### src/rtl/mp_mult_unit.sv
// mp_mult_unit: multi-word unsigned multiplier (schoolbook operand scanning) on a shared single-port word SRAM.
// Define MUL_TRIM_EN to strip leading zero words from the reported result size.
module mp_mult_unit #(
    parameter int ADRBW = 20,
    parameter int WRDBW = 16,
    parameter int VARBW = 16
) (
    input  logic             i_clk,
    input  logic             i_rst_n,
    input  logic             i_valid,
    input  logic [VARBW-1:0] i_varsize_x1,
    input  logic [VARBW-1:0] i_varsize_x2,
    input  logic [ADRBW-1:0] i_x1addr,
    input  logic [ADRBW-1:0] i_x2addr,
    input  logic [ADRBW-1:0] i_x3addr,
    input  logic [WRDBW-1:0] i_rdata,
    output logic             o_wen,
    output logic [ADRBW-1:0] o_addr,
    output logic [WRDBW-1:0] o_wdata,
    output logic [VARBW-1:0] o_varsize_x3,
    output logic             o_busy,
    output logic             o_err,
    output logic             o_done
);

    localparam int DW = 2 * WRDBW;

    typedef enum logic [2:0] {
        IDLE,
        LD_A,
        RD_B,
        RD_C,
        WR,
        WR_CARRY,
        TRIM,
        DONE
    } state_t;

    state_t           state;
    logic [ADRBW-1:0] x1a;
    logic [ADRBW-1:0] x2a;
    logic [ADRBW-1:0] x3a;
    logic [VARBW-1:0] n1;
    logic [VARBW-1:0] n2;
    logic [VARBW-1:0] n_tot;
    logic [VARBW-1:0] i;
    logic [VARBW-1:0] j;
    logic [WRDBW-1:0] a;
    logic [WRDBW-1:0] b;
    logic [WRDBW-1:0] carry;
    logic             skip;
    logic             ovf;
`ifdef MUL_TRIM_EN
    logic [VARBW-1:0] sz;
`endif

    logic [VARBW:0]   size_sum;
    logic             start_bad;
    logic             i_last;
    logic             j_last;
    logic [ADRBW-1:0] x3_ij;
    logic [WRDBW-1:0] mul_b;
    logic [WRDBW-1:0] mul_c;
    logic [DW-1:0]    t;

    assign size_sum  = {1'b0, i_varsize_x1} + {1'b0, i_varsize_x2};
    assign start_bad = (i_varsize_x1 == '0) || (i_varsize_x2 == '0) || size_sum[VARBW];
    assign i_last    = (i == n1 - VARBW'(1));
    assign j_last    = (j == n2 - VARBW'(1));
    assign x3_ij     = x3a + ADRBW'(i) + ADRBW'(j);

    // Product is formed the cycle before WR so the write data can be registered;
    // b and c come straight from the SRAM in the cycle they are read.
    always_comb begin
        mul_b = (state == RD_B) ? i_rdata : b;
        mul_c = (state == RD_C) ? i_rdata : '0;
        t     = DW'(a) * DW'(mul_b) + DW'(mul_c) + DW'(carry);
    end

    always_ff @(posedge i_clk) begin
        if (!i_rst_n) begin
            state        <= IDLE;
            x1a          <= '0;
            x2a          <= '0;
            x3a          <= '0;
            n1           <= '0;
            n2           <= '0;
            n_tot        <= '0;
            i            <= '0;
            j            <= '0;
            a            <= '0;
            b            <= '0;
            carry        <= '0;
            skip         <= 1'b0;
            ovf          <= 1'b0;
`ifdef MUL_TRIM_EN
            sz           <= '0;
`endif
            o_wen        <= 1'b0;
            o_addr       <= '0;
            o_wdata      <= '0;
            o_varsize_x3 <= '0;
            o_busy       <= 1'b0;
            o_err        <= 1'b0;
            o_done       <= 1'b0;
        end else begin
            case (state)
                IDLE: begin
                    if (i_valid) begin
                        x1a          <= i_x1addr;
                        x2a          <= i_x2addr;
                        x3a          <= i_x3addr;
                        n1           <= i_varsize_x1;
                        n2           <= i_varsize_x2;
                        n_tot        <= size_sum[VARBW-1:0];
                        i            <= '0;
                        j            <= '0;
                        carry        <= '0;
                        skip         <= start_bad;
                        ovf          <= size_sum[VARBW];
                        o_busy       <= 1'b1;
                        o_err        <= 1'b0;
                        o_varsize_x3 <= '0;
                        o_addr       <= start_bad ? '0 : i_x1addr;
                        state        <= LD_A;
                    end
                end

                // Rejected starts spend this one cycle here with the SRAM port idle.
                LD_A: begin
                    if (skip) begin
                        o_err        <= ovf;
                        o_varsize_x3 <= '0;
                        o_done       <= 1'b1;
                        state        <= DONE;
                    end else begin
                        a      <= i_rdata;
                        carry  <= '0;
                        j      <= '0;
                        o_addr <= x2a;
                        state  <= RD_B;
                    end
                end

                RD_B: begin
                    b      <= i_rdata;
                    o_addr <= x3_ij;
                    if (i == '0) begin
                        o_wen   <= 1'b1;
                        o_wdata <= t[WRDBW-1:0];
                        carry   <= t[DW-1:WRDBW];
                        state   <= WR;
                    end else begin
                        state <= RD_C;
                    end
                end

                RD_C: begin
                    o_wen   <= 1'b1;
                    o_wdata <= t[WRDBW-1:0];
                    carry   <= t[DW-1:WRDBW];
                    state   <= WR;
                end

                WR: begin
                    if (!j_last) begin
                        j       <= j + VARBW'(1);
                        o_wen   <= 1'b0;
                        o_wdata <= '0;
                        o_addr  <= x2a + ADRBW'(j) + ADRBW'(1);
                        state   <= RD_B;
                    end else begin
                        o_wen   <= 1'b1;
                        o_wdata <= carry;
                        o_addr  <= x3a + ADRBW'(i) + ADRBW'(n2);
                        state   <= WR_CARRY;
                    end
                end

                WR_CARRY: begin
                    o_wen   <= 1'b0;
                    o_wdata <= '0;
                    if (!i_last) begin
                        i      <= i + VARBW'(1);
                        o_addr <= x1a + ADRBW'(i) + ADRBW'(1);
                        state  <= LD_A;
                    end else begin
`ifdef MUL_TRIM_EN
                        sz     <= n_tot;
                        o_addr <= x3a + ADRBW'(n_tot - VARBW'(1));
                        state  <= TRIM;
`else
                        o_addr       <= '0;
                        o_varsize_x3 <= n_tot;
                        o_done       <= 1'b1;
                        state        <= DONE;
`endif
                    end
                end

`ifdef MUL_TRIM_EN
                TRIM: begin
                    if (sz > VARBW'(1) && i_rdata == '0) begin
                        sz     <= sz - VARBW'(1);
                        o_addr <= x3a + ADRBW'(sz - VARBW'(2));
                    end else begin
                        o_addr       <= '0;
                        o_varsize_x3 <= sz;
                        o_done       <= 1'b1;
                        state        <= DONE;
                    end
                end
`endif

                DONE: begin
                    o_done <= 1'b0;
                    o_busy <= 1'b0;
                    state  <= IDLE;
                end

                default: begin
                    o_wen   <= 1'b0;
                    o_addr  <= '0;
                    o_wdata <= '0;
                    o_busy  <= 1'b0;
                    o_done  <= 1'b0;
                    state   <= IDLE;
                end
            endcase
        end
    end

endmodule

### config.mk
export PLATFORM = sky130hd
export DESIGN_NAME = mp_mult_unit
export DESIGN_NICKNAME = d
export VERILOG_FILES = /design/src/rtl/mp_mult_unit.sv
export SDC_FILE = /design/constraint.sdc
export NUM_CORES = 1
export LEC_CHECK = 0
export ABC_CLOCK_PERIOD_IN_PS = 14500
export CAP_MARGIN = 10
export CORE_MARGIN = 2
export CORE_UTILIZATION = 25
export CTS_CLUSTER_DIAMETER = 80
export CTS_CLUSTER_SIZE = 16
export DETAILED_ROUTE_END_ITERATION = 8
export PLACE_DENSITY_LB_ADDON = 0.15
export SYNTH_ARGS = -nofsm -noshare
export SYNTH_HDL_FRONTEND = slang
export SYNTH_SLANG_ARGS = --single-unit
### constraint.sdc
create_clock -name i_clk -period 14.5 [get_ports i_clk]
set_input_delay 3.625 -clock i_clk [delete_from_list [all_inputs] [get_ports i_clk]]
set_output_delay 3.625 -clock i_clk [all_outputs]
set_load 0.005 [all_outputs]
==> results of run 1 <==
==> final cells by class <==
cell class,count,area share (%)
multi-input cells,2458,63.1
flip-flops and latches,249,16.7
clock buffers,31,2.52
inverters,334,4.20
clock inverters,25,1.36
repair buffers,199,6.39
well taps,1368,5.73
==> worst register-to-register path: cells and delay by family, from the launching register on <==
| kind | cells | cell delay [ps] |
|---|---|---|
| buffers and inverters | 5 | 1060 |
| adders and majority gates | 7 | 3480 |
| xor gates and xnor gates | 1 | 120 |
| AOI/OAI and AO/OA | 3 | 600 |
| DFF | 1 | 630 |
| and+or+nand+nor | 9 | 2130 |
==> how the worst max path moves through the flow <==
| stage | startpoint | to | slack [ps] | cells after the start |
|---|---|---|---|---|
| 2_1_floorplan | i_rdata[7] | carry[6] | 5080 | 23 |
| 3_3_place_gp | i_rdata[15] | carry[6] | 3940 | 22 |
| 3_5_place_dp | i_rdata[11] | carry[6] | 3950 | 23 |
| 4_1_cts | i_rdata[15] | carry[6] | 4620 | 22 |
| 5_1_grt | i_rdata[7] | carry[6] | 4180 | 23 |
| 6_report | i_rdata[4] | carry[6] | 4600 | 24 |
==> power by group <==
group	switching [mW]	leakage, nW	total, mW	internal (mW)
combinational	0.410	10.2	0.655	0.245
clock	0.386	0.557	0.890	0.504
sequential	0.0723	2.03	0.804	0.732
total	0.869	12.7	2.35	1.48
==> state kept, by name (all words and copies together) (netlist names) <==
name	flops
a	16
b	16
carry	16
i	16
j	16
n1	16
n2	16
n_tot	16
o_addr	20
o_busy	1
o_done	1
o_err	1
o_varsize_x3	16
o_wdata	16
o_wen	1
ovf	1
skip	1
state	3
x1a	20
x2a	20
x3a	20
==> cells by family after synthesis <==
group | after synthesis | share of synthesized area [%]
DFF | 249 | 19.5
xor gates and xnor gates | 168 | 5.74
adders and majority gates | 439 | 28.2
and+or+nand+nor | 1190 | 22.1
muxes | 8 | 0.313
AOI/OAI and AO/OA | 653 | 17.1
buffers and inverters | 479 | 7.13
==> metal layers <==
| metal | routed length [µm] | up-vias |
|---|---|---|
| met2 | 41100 | 402 |
| met3 | 4090 | 73 |
| li1 | - | 10806 |
| met5 | 0 | - |
| met4 | 1510 | 0 |
| met1 | 43900 | 10688 |
==> cells in the final DEF, fill, tap and decap left out, types with 15 or more instances in the layout <==
cell type	instances
clkbuf_16	30
and2_1	183
xnor2_1	98
a31oi_1	20
a21boi_0	131
xor2_1	70
o21a_1	20
a21oi_1	118
nand4_1	20
dfxtp_1	249
nand2b_1	24
fa_1	232
o211ai_1	15
nor2b_1	29
nand3_1	56
a22oi_1	35
inv_1	332
nor3_1	44
clkdlybuf4s50_1	165
or3_1	30
a21o_1	42
buf_4	33
o21ai_0	146
nor4_1	18
nand2_1	588
nor2_1	120
ha_1	206
==> reports/results.tsv, run 1 <==
metric	value	unit
synth_top_cell_area_share	19.5	%
hold_ws	457	ps
cp_slowest_cell	fa_1	
reg2reg_slack	6390	ps
routed_wl	90600	µm
dieHeight	324	µm
drtAntennaViolNets	0	
grtUsageMet2	28.0	%
post_cts_buffers	0	
timing.fmax	101	MHz
final_area	29900	µm²
crit_top_cell	fa_1	
layout_setup_ws	4600	ps
hold_path_depth	1	
r2r-start	state[0]	
die_area	105000	µm²
min_to	o_addr[5]	
rows	117	
clockRootBuffer	clkbuf_16	
crit_path_end_kind	flip-flop	
final_core_util	29.4	%
multi_input_area	18900	µm²
status	completed	
crit_chain	clkdlybuf4s50_1 > nand2_1 > nand2_1 > and2_1 > fa_1 > inv_1 > fa_1 > fa_1 > inv_1 > fa_1 > fa_1 > inv_1 > fa_1 > inv_1 > ha_1 > nand4_1 > or2_2 > nor4b_1 > o21ai_0 > or2_2 > a211o_1 > xnor2_1 > a22oi_1 > nor2b_1	
slew_violations	0	
fillerInstances	11031	
synth_area	25600	µm²
setup_tns	0	ps
skew	30.4	ps
power	2.35	mW
place_ws	3950	ps
firstDrtPassIters	5	
async_flop_share	0	%
cts_resized	0	
ys.flop_type	dfxtp_1	
diodes	0	
setup_viol	0	
synth_most_common_cell	nand2_1	
synth_edf_count	0	
hold_viol	0	
placement.io_buffers	166	
place_area	28700	µm²
ys_top_cells_by_area	dfxtp_1 (19%), fa_1 (18%), ha_1 (10%)	
avgSynthCellArea	8.04	µm²
fin_cells	4664	
design.core.area	102000	µm²
cts_made_buffers	30	
cp.required	15020	ps
drtIter0Drc	1458	
synth_seq_cells	249	
rsz0062_at_grt	false	
wl_per_cell	19.4	µm
worst-path-buf-inv	5	
max_stage_delay	550	ps
cts.reportedPaths.clkPinSlew	70	ps
antenna_found_initial	2	
tritoncts	yes	
post-route-period-util	68.3	%
syn_inst	3186	
leakagePower	12.7	nW
path_class	primary input to flip-flop	
use_met1	24.4	%
syn-num-nets	3735	
ys_warn_count	0	
ctsHoldBuffers	0	
via_per_inst	4.71	
r2r-end	carry[6]	
start_util	25.2	%
drc	0	
clk_latency	630	ps
grt_max_degree	79	
final-seq-area	4980	µm²
use_met3	2.44	%
cap_violations	0	
grt_pass1_vias	21944	
tightest_slew	1180	ps
cts_sinks	249	
seq_area_frac_synth	19.5	%
worstPathMaxFanout	17	
nets	3821	
hold_start	o_addr[5]	
arrival	10420	ps
period_minus_slack	9900	ps
overflow	0	
synth_common_cells	nand2_1 (589), inv_1 (332), dfxtp_1 (249)	
crit_family	adder cells	
fp.dieW	324	µm
worstRegToRegCells	25	
max-clock-path-buffers	3	
drive_gt1_share	3.79	%
grt_usage	17.2	%
dp_hpwl	70900	µm
grt_pass1_wl	138000	µm
slew_headroom	20.3	%
critPathLaunchType	primary input	
syn2layout_area_growth	16.6	%
vias	21969	
dp_cells	4608	
ys_types	82	
synth_top_area_cell	dfxtp_1	
gp_congestion	0.857	
busiest_layer	met2	
io_pins	167	
h-tree-depth	1	
power_density	78.6	nW/µm²
hp-class	flip-flop to flip-flop	
ir_drop	97.0	µV
Power figures use the tool's default switching activity.
==> inputs of run 2 (changes only) <==
ABC_CLOCK_PERIOD_IN_PS = 10000   (was 14500)
clock period = 10 ns   (was 14.5 ns; I/O delays follow)
==> run 2 against run 1 <==
Compared with the run above: sequential share of layout area is essentially flat; flip-flop and latch count is the same; sequential power increased by 44%; combinational power grew 47%; wire length grew 0.58%; register-to-register slack got worse by 5200 ps; global-route usage increased by 0.10 points; cell count up 0.30%; non-clock buffer count up 18; worst setup slack got worse by 3400 ps; highest routed layer unchanged.
==> reports/results.tsv, run 2 (same netlist as run 1, synthesis figures left out) <==
metric	value	unit	change
slew_headroom	20.2	%	-0.086 points
die_area	105000	µm²	unchanged
placement.io_buffers	166		unchanged
multi_input_area	18900	µm²	about the same
grt_pass1_wl	139000	µm	+0.91%
routed_wl	91100	µm	+0.58%
place_ws	668	ps	-3280 ps
path_class	flip-flop to flip-flop		
antenna_found_initial	1		-1
grt_usage	17.3	%	+0.10 points
cap_violations	0		unchanged
arrival	9350	ps	-1070 ps
max-clock-path-buffers	3		unchanged
fin_cells	4678		+0.30%
status	completed		
syn2layout_area_growth	16.5	%	
setup_tns	0	ps	unchanged
power_density	110	nW/µm²	+39%
drc	0		unchanged
ir_drop	140	µV	+45%
post_cts_buffers	0		unchanged
max_stage_delay	590	ps	+40 ps
cp.required	10520	ps	-4500 ps
clk_latency	620	ps	about the same
wl_per_cell	19.5	µm	+0.28%
worstPathMaxFanout	31		+14
timing.fmax	113	MHz	
rsz0062_at_grt	false		
layout_setup_ws	1170	ps	-3430 ps
ctsHoldBuffers	0		unchanged
cts_resized	0		unchanged
skew	37.1	ps	+6.74 ps
tritoncts	yes		
vias	22084		+0.52%
cts_sinks	249		unchanged
start_util	25.2	%	unchanged
dp_hpwl	72100	µm	+1.7%
post-route-period-util	88.3	%	
design.core.area	102000	µm²	unchanged
hp-class	flip-flop to flip-flop		
period_minus_slack	8830	ps	
setup_viol	0		unchanged
io_pins	167		unchanged
grt_pass1_vias	21852		-0.42%
cts_made_buffers	29		-3.3%
leakagePower	12.8	nW	+0.15%
h-tree-depth	1		unchanged
nets	3838		+0.44%
gp_congestion	0.873		+1.9%
fillerInstances	11039		+0.073%
cp_slowest_cell	nand2_1		
crit_top_cell	fa_1		
critPathLaunchType	flip-flop		
fp.dieW	324	µm	unchanged
drtAntennaViolNets	0		unchanged
clockRootBuffer	clkbuf_16		
slew_violations	0		unchanged
hold_viol	0		unchanged
dp_cells	4626		+0.39%
overflow	0		unchanged
final-seq-area	4980	µm²	unchanged
via_per_inst	4.72		+0.22%
drive_gt1_share	4.20	%	+0.41 points
firstDrtPassIters	7		+2
layout_commonest_cell	nand2_1		
crit_path_end_kind	flip-flop		
drtIter0Drc	1339		-8.2%
cts.reportedPaths.clkPinSlew	80	ps	about the same
final_area	29800	µm²	-0.14%
layout_common_cells	nand2_1 (588), inv_1 (332), dfxtp_1 (249)		
dieHeight	324	µm	unchanged
grt_max_degree	88		+11%
tightest_slew	1180	ps	+1.27 ps
place_area	28900	µm²	+0.47%
rows	117		unchanged
-- run 2: area by class of cell --
class,instances,area share [%]
Multi-Input combinational cell,2458,63.2
Sequential cell,249,16.7
Timing Repair Buffer,217,6.86
Tap cell,1368,5.74
Inverter,334,4.20
Clock buffer,29,2.43
Clock inverter,22,0.868
Antenna cell,1,0.00839
-- run 2: where the power goes --
group / total [mW] / switching, mW / internal [mW]
Clock: 1.15 / 0.546 / 0.605
Combinational: 0.961 / 0.600 / 0.361
Sequential: 1.16 / 0.0983 / 1.06
-- run 2: worst max-delay path: cells and delay by family (launching register included) --
| kind | cells | cell delay (ps) |
|---|---|---|
| AO/OA/AOI/OAI | 3 | 610 |
| XOR/XNOR | 1 | 120 |
| adder cells (fa/ha/maj) | 7 | 3410 |
| buffers and inverters | 7 | 1310 |
| AND/OR/NAND/NOR | 10 | 2900 |
| flip-flops | 1 | 310 |
-- run 2: path summary, 6_finish.rpt --
path / start / to / slack [ps] / cells after the start
setup / recovery: state[1] / carry[6] / 1170 / 28
hold / removal: o_addr[0] / o_addr[0] / 460 / 1
setup reg to reg: state[1] / carry[6] / 1170 / 28
hold reg to reg: o_addr[0] / o_addr[0] / 460 / 1
-- run 2: routing by layer --
| metal | routed length (µm) | vias to the layer above | track usage, % |
|---|---|---|---|
| li1 | - | 10816 | - |
| met2 | 42500 | 338 | 28.7 |
| met3 | 2880 | 60 | 1.80 |
| met1 | 44400 | 10870 | 24.6 |
| met4 | 1320 | 0 | 2.36 |
| met5 | 0 | - | 0 |
-- run 2: through the flow --
step	power, mW	util (%)	hold slack (ps)
2_1_floorplan	1.76	-	434
3_3_place_gp	2.16	28.4	439
3_5_place_dp	2.16	28.4	443
4_1_cts	3.34	29.3	462
5_1_grt	3.47	29.3	471
6_report	3.27	29.3	461
